**src/rtl/uart_rx_if.sv**
```systemverilog
// -----------------------------------------------------------------------------
// uart_rx_if
// Bundles the serial line and the byte hand-off towards the byte register.
//   rx        : asynchronous serial input, idle high
//   dout      : last valid received byte
//   wr_req    : byte-ready strobe (fixed-width high pulse)
//   frame_err : one-cycle pulse on a low stop bit
// master : the receiver (consumes rx, drives the byte side)
// slave  : line driver / byte consumer
// -----------------------------------------------------------------------------
interface uart_rx_if;
    logic       rx;
    logic [7:0] dout;
    logic       wr_req;
    logic       frame_err;

    modport master (
        input  rx,
        output dout,
        output wr_req,
        output frame_err
    );

    modport slave (
        output rx,
        input  dout,
        input  wr_req,
        input  frame_err
    );
endinterface

```
**src/rtl/uart_rx.sv**
```systemverilog
// -----------------------------------------------------------------------------
// uart_rx
// Oversampling 8N1 receiver front end. Deframes characters from the serial
// line and hands each valid byte to the downstream byte register with a
// fixed-width wr_req pulse; dout is held until the next valid frame.
// Ports:
//   clk   : single clock, rising edge
//   rst_n : synchronous active-low reset
//   bus   : uart_rx_if.master (rx in; dout, wr_req, frame_err out)
// Parameters:
//   CLKS_PER_BIT : clock cycles per bit period (>= 8)
//   REQ_CYCLES   : wr_req pulse width (>= 3, < CLKS_PER_BIT/2)
// -----------------------------------------------------------------------------
module uart_rx #(
    parameter int CLKS_PER_BIT = 868,
    parameter int REQ_CYCLES   = 4
) (
    input  logic      clk,
    input  logic      rst_n,
    uart_rx_if.master bus
);

    localparam int CNT_W = $clog2(CLKS_PER_BIT);
    localparam int REQ_W = $clog2(REQ_CYCLES + 1);

    localparam logic [CNT_W-1:0] HALF_LAST = CNT_W'(CLKS_PER_BIT / 2 - 1);
    localparam logic [CNT_W-1:0] BIT_LAST  = CNT_W'(CLKS_PER_BIT - 1);
    localparam logic [REQ_W-1:0] REQ_LOAD  = REQ_W'(REQ_CYCLES);

    typedef enum logic [2:0] {
        IDLE,
        START,
        DATA,
        STOP,
        BREAK
    } state_t;

    state_t           state;
    state_t           state_next;
    logic             rx_meta;
    logic             rx_s;
    logic [CNT_W-1:0] cnt;
    logic [CNT_W-1:0] cnt_next;
    logic [2:0]       bit_idx;
    logic [2:0]       bit_idx_next;
    logic [7:0]       shift;
    logic [7:0]       shift_next;
    logic [7:0]       dout_q;
    logic [7:0]       dout_next;
    logic [REQ_W-1:0] req_cnt;
    logic [REQ_W-1:0] req_cnt_next;
    logic             ferr_q;
    logic             ferr_next;

    // Two-flop synchroniser; both stages reset to the idle (high) line level
    // so a reset never looks like a start edge.
    always_ff @(posedge clk) begin
        if (!rst_n) begin
            rx_meta <= 1'b1;
            rx_s    <= 1'b1;
        end else begin
            rx_meta <= bus.rx;
            rx_s    <= rx_meta;
        end
    end

    always_ff @(posedge clk) begin
        if (!rst_n) begin
            state <= IDLE;
        end else begin
            state <= state_next;
        end
    end

    // Next-state and datapath decisions. The request counter runs on its own
    // regardless of the FSM; a valid stop bit reloads it. Overlap with a
    // running pulse cannot happen because REQ_CYCLES < half a bit period.
    always_comb begin
        state_next   = state;
        cnt_next     = cnt;
        bit_idx_next = bit_idx;
        shift_next   = shift;
        dout_next    = dout_q;
        ferr_next    = 1'b0;
        req_cnt_next = (req_cnt != '0) ? (req_cnt - REQ_W'(1)) : req_cnt;

        case (state)
            IDLE: begin
                if (!rx_s) begin
                    state_next = START;
                    cnt_next   = '0;
                end
            end

            // Re-check the start bit at its middle to reject short glitches.
            START: begin
                if (cnt == HALF_LAST) begin
                    cnt_next = '0;
                    if (!rx_s) begin
                        state_next   = DATA;
                        bit_idx_next = 3'd0;
                    end else begin
                        state_next = IDLE;
                    end
                end else begin
                    cnt_next = cnt + CNT_W'(1);
                end
            end

            // Counting from the start-bit middle keeps every sample mid-bit.
            DATA: begin
                if (cnt == BIT_LAST) begin
                    cnt_next   = '0;
                    shift_next = {rx_s, shift[7:1]};
                    if (bit_idx == 3'd7) begin
                        state_next = STOP;
                    end else begin
                        bit_idx_next = bit_idx + 3'd1;
                    end
                end else begin
                    cnt_next = cnt + CNT_W'(1);
                end
            end

            STOP: begin
                if (cnt == BIT_LAST) begin
                    cnt_next = '0;
                    if (rx_s) begin
                        dout_next    = shift;
                        req_cnt_next = REQ_LOAD;
                        state_next   = IDLE;
                    end else begin
                        ferr_next  = 1'b1;
                        state_next = BREAK;
                    end
                end else begin
                    cnt_next = cnt + CNT_W'(1);
                end
            end

            // A line stuck low must return high before a new start is armed.
            BREAK: begin
                if (rx_s) begin
                    state_next = IDLE;
                end
            end

            default: begin
                state_next = IDLE;
            end
        endcase
    end

    always_ff @(posedge clk) begin
        if (!rst_n) begin
            cnt     <= '0;
            bit_idx <= 3'd0;
            shift   <= 8'h00;
            dout_q  <= 8'h00;
            req_cnt <= '0;
            ferr_q  <= 1'b0;
        end else begin
            cnt     <= cnt_next;
            bit_idx <= bit_idx_next;
            shift   <= shift_next;
            dout_q  <= dout_next;
            req_cnt <= req_cnt_next;
            ferr_q  <= ferr_next;
        end
    end

    assign bus.dout      = dout_q;
    assign bus.wr_req    = (req_cnt != '0);
    assign bus.frame_err = ferr_q;

endmodule

```
**src/flat_wrapper.sv**
```systemverilog
// flat-port wrapper written by rule: the top's interface ports become plain ports
module uart_rx_flat 
#(
    parameter int CLKS_PER_BIT = 868,
    parameter int REQ_CYCLES   = 4
)
  (clk, rst_n, bus_rx, bus_dout, bus_wr_req, bus_frame_err);
  uart_rx_if bus_i ();
  input  logic clk;
  input  logic rst_n;
  input wire logic [$bits(bus_i.rx)-1:0] bus_rx;
  output wire logic [$bits(bus_i.dout)-1:0] bus_dout;
  output wire logic [$bits(bus_i.wr_req)-1:0] bus_wr_req;
  output wire logic [$bits(bus_i.frame_err)-1:0] bus_frame_err;
  assign bus_i.rx = bus_rx;
  assign bus_dout = bus_i.dout;
  assign bus_wr_req = bus_i.wr_req;
  assign bus_frame_err = bus_i.frame_err;
  uart_rx #(.CLKS_PER_BIT(CLKS_PER_BIT), .REQ_CYCLES(REQ_CYCLES)) u_core (.clk(clk), .rst_n(rst_n), .bus(bus_i));
endmodule
```
**config.mk**
```make
export PLATFORM = sky130hd
export DESIGN_NAME = uart_rx_flat
export DESIGN_NICKNAME = d
export VERILOG_FILES = /design/src/rtl/uart_rx_if.sv /design/src/rtl/uart_rx.sv /design/src/flat_wrapper.sv
export SDC_FILE = /design/constraint.sdc
export NUM_CORES = 1
export LEC_CHECK = 0
export ABC_CLOCK_PERIOD_IN_PS = 2800
export CORE_ASPECT_RATIO = 1.4
export CORE_MARGIN = 2
export CORE_UTILIZATION = 59
export DETAILED_ROUTE_END_ITERATION = 10
export PLACE_DENSITY = 0.81
export SYNTH_ARGS = -nofsm -noshare
export SYNTH_HDL_FRONTEND = slang
export SYNTH_SLANG_ARGS = --single-unit
```
**constraint.sdc**
```tcl
create_clock -name clk -period 2.8 [get_ports clk]
set_input_delay 0.7 -clock clk [delete_from_list [all_inputs] [get_ports clk]]
set_output_delay 0.7 -clock clk [all_outputs]
set_load 0.1 [all_outputs]
```
==> qor.yml, run 1 <==
internal-power_mw: 0.846
core_area_um2: 3090
p_total_mw: 1.22
num_rows: 24
max_stage_delay_ns: 0.52
clk_latency_ns: 0.29
dr.pass1.iters: 4
clockPowerShare_pct: 31.6
p_seq_share_pct: 48.5
post-dp-hpwl_um: 3020
cts.htree.levels: 2
p_per_area_nw_per_um2: 574
synth_ff_type: "dfxtp_1"
path_delay_family: "simple AND/OR/NAND/NOR gates"
grt_pass1_vias: 1569
cts_resized: 0
postRouteAntennaNets: 0
synth-xor-area-share_pct: 0.466
cpMaxStageDelayCell: "and4_1"
placed_cells: 265
dieArea_um2: 3660
p_comb_share_pct: 19.9
fin_ws_ns: 0.685
muxShareOfSynthArea_pct: 6.39
start_kind: "flip-flop"
rr_worst_depth: 5
cts.clk_slew.worst_paths_ns: 0.07
cts_setup_buffers: 0
place_area_um2: 2030
fin_nets: 242
drt_iter0_markers: 59
syn_avg_cell_area_um2: 8.62
relSlewSlack_pct: 64.5
layout_common_cells: "dfxtp_1 (38), nor2_1 (20), o21ai_0 (19)"
worst_pin_slew_ns: 0.531
yosysWarningCount: 0
synth_compound_area_share_pct: 19.6
numCtsBuffers: 5
synth_enable_flop_cells: 0
path_max_fanout: 11
viasPerCell: 6.07
outcome: "finished clean"
place_ws_ns: 0.431
area_delta_synth_final_pct: 12.8
grt_pass1_wl_um: 7110
syn_inst: 218
report.final.slew_viol_count: 0
fin_area_um2: 2120
holdWs_ns: 0.437
r2r_setup_slack_ns: 0.68
required_ns: 3.01
vdd_drop_max_v: 0.000664
grt_max_degree: 20
synth.net_count: 227
power.leakage_nw: 0.831
diodes: 0
timing.rr.start: "u_core.cnt[0]$_SDFFE_PN0P_"
synthAdderAreaFrac_pct: 3.99
final_common_cell: "dfxtp_1"
critPathBufInv: 0
drive_above_1_share_pct: 12.4
cts_tree: "done"
wl_per_cell_um: 14.9
die_x_um: 51.7
cts_hold_buf: 0
power_switching_mw: 0.371
grt_usage_pct: 25.2
hold_depth: 1
hold-path-endpoint: "u_core.rx_s$_SDFF_PN1_"
maxCapViolations: 0
gp_congestion: 0.860
crit_top_cell: "a211oi_1"
drcViolationCount: 0
synthArstFlopShare_pct: 0
die_h_um: 70.8
cp-end-kind: "flip-flop"
crit_start: "u_core.cnt[0]$_SDFFE_PN0P_"
ys_ff_latch: 38
vias: 1657
io_pins: 13
overflow: 0
fin_worst_skew_ns: 0.00588
clock.fmax_mhz: 473
cts.sinks: 38
cts_buffer_depth: 2
hold_class: "reg2reg"
portBuffers: 12
synth_top_family_by_area: "simple AND/OR/NAND/NOR gates"
synth_seq_area_share_pct: 40.5
syn_area_um2: 1880
synth-simple-area-share_pct: 24.6
r2r_end: "u_core.state[0]$_SDFFE_PN0P_"
synth_cell_type_count: 43
min_from: "u_core.rx_meta$_SDFF_PN1_"
path_class: "reg2reg"
hold_violations: 0
fin_crit_ns: 2.12
rsz0062_at_grt: "no"
fin_tns_setup_ns: 0
instances_no_fill: 273
wl_um: 4070
antenna_found_initial: 0
post-route-period-util_pct: 75.5
clockRootBuffer: "clkbuf_8"
crit_chain: "ha_1 -> and4b_1 -> and4_1 -> a211oi_1 -> a211oi_1"
initial_utilization_pct: 60.8
report.final.setup_viol: 0
final_core_util_pct: 68.5
netSwitchingFraction_pct: 30.5
worstPathArrival_ns: 2.32
## layer usage
layer / vias to the layer above / track usage, % / share of wire, %
met1: 785 / 28.3 / 40
li1: 823 / - / -
met4: 0 / 7.02 / 1.2
met2: 44 / 46.4 / 55
met5: - / 0 / 0
met3: 5 / 5.70 / 3.9
## kinds of logic after synthesis
group | after synthesis
buf+inv | 22
compound gates | 55
xor+xnor | 1
simple gates | 84
fa+ha+maj | 6
mux | 12
flops | 38
## synthesized netlist by cell type (3+ instances only)
cell      number  share of area, %
o21bai_1       3               1.2
o211ai_1       4               1.6
mux2i_1       12               6.4
nand3_1       17               4.5
a21oi_1       11               2.9
nor2_1        20               4.0
ha_1           6               4.0
nand2_1       13               2.6
nor3b_1        3               1.2
clkbuf_1       6               1.2
inv_1         12               2.4
dfxtp_1       38                40
nor3_1         3              0.80
a22oi_1        4               1.6
o21ai_0       19               5.1
nor4_1         3               1.0
nand4_1        4               1.3
a31oi_1        3               1.0
nand2b_1       4               1.3
and3_1         4               1.3
## worst max path at each step
stage                     slack (ns)  cells past startpoint                              to
after floorplan                 0.79                      3                      bus_wr_req
after global routing            0.55                      5  u_core.bit_idx[0]$_SDFFE_PN0P_
after detailed placement        0.43                      5      u_core.cnt[6]$_SDFFE_PN0P_
final                           0.68                      5    u_core.state[0]$_SDFFE_PN0P_
after CTS                       0.72                      5    u_core.state[0]$_SDFFE_PN0P_
after global placement          0.53                      5      u_core.cnt[2]$_SDFFE_PN0P_
## worst register-to-register path: stages (launching register included)
cell	delay, ns
dfxtp_1	0.41
ha_1	0.24
and4b_1	0.49
and4_1	0.52
a211oi_1	0.15
a211oi_1	0.23
## power by group through the flow
stage	logic [mW]	registers [mW]	clock network, mW
finish	0.242	0.590	0.385
global route	0.269	0.592	0.415
CTS	0.246	0.590	0.393
detailed placement	0.245	0.602	0
global placement	0.232	0.600	0
floorplan	0.200	0.595	0
## registers in the layout, summed over array words and instances, names as in the netlist
signal                cells
u_core.cnt               10
u_core.bus.dout           8
u_core.shift              8
u_core.bit_idx            3
u_core.req_cnt            3
u_core.state              3
u_core.bus.frame_err      1
u_core.rx_meta            1
u_core.rx_s               1
## area by class of cell
class | count | area [µm²]
Clock buffer | 7 | 86.3
Clock inverter | 1 | 5.00
Sequential cell | 38 | 761
Tap cell | 39 | 48.8
Fill cell | 258 | 973
Timing Repair Buffer | 18 | 140
Multi-Input combinational cell | 158 | 1030
Inverter | 12 | 45.0
Note: power is estimated with default switching activity, not from simulation.
==> run 2, diff against run 1 <==
ABC_CLOCK_PERIOD_IN_PS = 2050   (was 2800)
CORE_UTILIZATION = 57   (was 59)
PLACE_DENSITY = 0.79   (was 0.81)
clock period = 2.05 ns   (was 2.8 ns; I/O delays follow)
==> run 2 against run 1 <==
  * Critical path type unchanged
  * Sequential cell count unchanged
  * Count of clock-buffer cells in the layout down 1
  * Clock skew about the same
  * Worst hold slack worse by 0.021 ns
  * Die area up 3.3%
  * Register-to-register slack worse by 0.55 ns
  * Routed wire length up 9.7%
  * Largest power group unchanged
  * Clock power up 100%
  * Fmax up 10%
  * Design area up 6.3%
  * First-iteration DRC count up 58%
==> qor.yml, run 2 (synthesis gave the netlist of run 1 again) <==
relSlewSlack_pct: 63.7  # -0.83 points
initial_utilization_pct: 60.2  # -0.58 points
critical_path_depth: 7  # +2
cts_hold_buf: 0  # unchanged
diodes: 0  # unchanged
dr.pass1.iters: 5  # +1
cp-end-kind: "flip-flop"
die_x_um: 52.5  # +1.6%
fillers: 257  # -0.39%
portBuffers: 12  # unchanged
p_comb_share_pct: 19.5  # -0.4 points
clockPowerShare_pct: 39.8  # +8.2 points
start_kind: "flip-flop"
critPathBufInv: 2  # +2
grt_pass1_vias: 1677  # +6.9%
gp_congestion: 0.859  # -0.19%
internal-power_mw: 1.44  # +71%
cts.htree.levels: 2  # unchanged
worstPathArrival_ns: 2.09  # -0.23 ns
post-dp-hpwl_um: 2990  # -1.1%
netSwitchingFraction_pct: 27.2  # -3.3 points
largest_reg_flops: 10  # unchanged
grt_pass1_wl_um: 7040  # -1.1%
place_ws_ns: -0.0124  # -0.444 ns
maxCapViolations: 0  # unchanged
fin_tns_setup_ns: 0  # unchanged
crit_start: "u_core.cnt[0]$_SDFFE_PN0P_"
post-route-period-util_pct: 93.6  # +18 points
wl_per_cell_um: 15.9  # +6.6%
required_ns: 2.22  # -0.79 ns
crit_end: "u_core.cnt[9]$_SDFFE_PN0P_"
fin_crit_ns: 1.92  # -0.196 ns
io_pins: 13  # unchanged
dieArea_um2: 3780  # +3.3%
core_area_um2: 3120  # +0.97%
fin_ws_ns: 0.131  # -0.554 ns
path_max_fanout: 6  # -5
rsz0062_at_grt: "no"
path_delay_family: "simple AND/OR/NAND/NOR gates"
min_from: "u_core.rx_meta$_SDFF_PN1_"
vdd_drop_max_v: 0.00113  # +70%
drcViolationCount: 0  # unchanged
clk_latency_ns: 0.29  # about the same
area_delta_synth_final_pct: 19.8
layout_common_cells: "dfxtp_1 (38), buf_4 (22), nor2_1 (20)"
top_register: "u_core.cnt"
clockRootBuffer: "clkbuf_8"
clock.fmax_mhz: 521  # +10%
grt_usage_pct: 24.6  # -0.59 points
r2r_end: "u_core.cnt[9]$_SDFFE_PN0P_"
die_h_um: 71.9  # +1.6%
cts_buffer_depth: 2  # unchanged
drt_iter0_markers: 93  # +58%
worst_pin_slew_ns: 0.537  # +0.00555 ns
fin_area_um2: 2250  # +6.3%
max_stage_delay_ns: 0.42  # -0.10 ns
crit_top_cell: "buf_4"
antenna_found_initial: 0  # unchanged
report.final.slew_viol_count: 0  # unchanged
wl_um: 4470  # +9.7%
cts_tree: "done"
hold_class: "reg2reg"
numCtsBuffers: 5  # unchanged
power_switching_mw: 0.538  # +45%
report.final.setup_viol: 0  # unchanged
r2r_setup_slack_ns: 0.13  # -0.55 ns
fin_worst_skew_ns: 0.00619  # +0.000312 ns
postRouteAntennaNets: 0  # unchanged
rr_worst_depth: 7  # +2
grt_max_degree: 19  # -5.0%
p_per_area_nw_per_um2: 880  # +53%
p_seq_share_pct: 40.7  # -7.8 points
cpMaxStageDelayCell: "dfxtp_1"
cts.clk_slew.worst_paths_ns: 0.08  # about the same
hold_depth: 1  # unchanged
cts.sinks: 38  # unchanged
outcome: "finished clean"
fin_nets: 250  # +3.3%
vias: 1768  # +6.7%
holdWs_ns: 0.415  # -0.0213 ns
timing.rr.start: "u_core.cnt[0]$_SDFFE_PN0P_"
crit_chain: "ha_1 -> and4b_2 -> buf_4 -> a311oi_2 -> buf_4 -> nor2_1 -> o211ai_1"
num_rows: 24  # unchanged
path_class: "reg2reg"
place_area_um2: 2090  # +3.2%
viasPerCell: 6.29  # +3.7%
final_common_cell: "dfxtp_1"
drive_above_1_share_pct: 16.1  # +3.7 points
power.leakage_nw: 0.897  # +7.9%
hold_violations: 0  # unchanged
p_total_mw: 1.98  # +63%
overflow: 0  # unchanged
==> run 2: final cells by class <==
type	count	area, µm²	area share (%)
Inverter	12	45.0	2.00
Clock inverter	2	60.1	2.67
Multi-Input combinational cell	159	1050	46.6
Tap cell	39	48.8	2.17
Timing Repair Buffer	25	205	9.11
Sequential cell	38	761	33.8
Clock buffer	6	82.6	3.67
==> run 2: per-layer routing <==
| layer | wire length (µm) | global-route usage (%) | vias up | share of wire [%] |
|---|---|---|---|---|
| li1 | - | - | 845 | - |
| met1 | 1730 | 27.7 | 815 | 39 |
| met2 | 2340 | 41.9 | 91 | 52 |
| met3 | 254 | 5.14 | 17 | 5.7 |
| met4 | 140 | 14.2 | 0 | 3.1 |
| met5 | 0 | 0 | - | 0 |
==> run 2: how the worst min path moves through the flow <==
stage / end / slack [ns]
global route: u_core.rx_s$_SDFF_PN1_ / 0.45
CTS: u_core.rx_s$_SDFF_PN1_ / 0.42
global placement: u_core.rx_s$_SDFF_PN1_ / 0.39
detailed placement: u_core.rx_s$_SDFF_PN1_ / 0.40
finish: u_core.rx_s$_SDFF_PN1_ / 0.42
floorplan: u_core.rx_s$_SDFF_PN1_ / 0.39
==> run 2: power groups by stage <==
stage / clock, mW / combinational (mW) / sequential (mW)
after floorplan: 0 / 0.274 / 0.812
after global placement: 0 / 0.364 / 0.819
after detailed placement: 0 / 0.389 / 0.822
after CTS: 0.799 / 0.390 / 0.805
after global routing: 0.822 / 0.416 / 0.811
final: 0.789 / 0.386 / 0.806
==> run 2: stage by stage <==
step	utilization (%)	std cells
3_3_place_gp	67.0	272
6_report	72.1	281
2_1_floorplan	-	218
5_1_grt	72.1	281
4_1_cts	71.6	280
3_5_place_dp	67.0	272
==> run 2: what timing repair did <==
action | 4_1_cts | 5_1_grt
gates resized for setup | 0 | 1
setup buffers | 0 | 0
endpoints found under the setup margin | 0 | 2
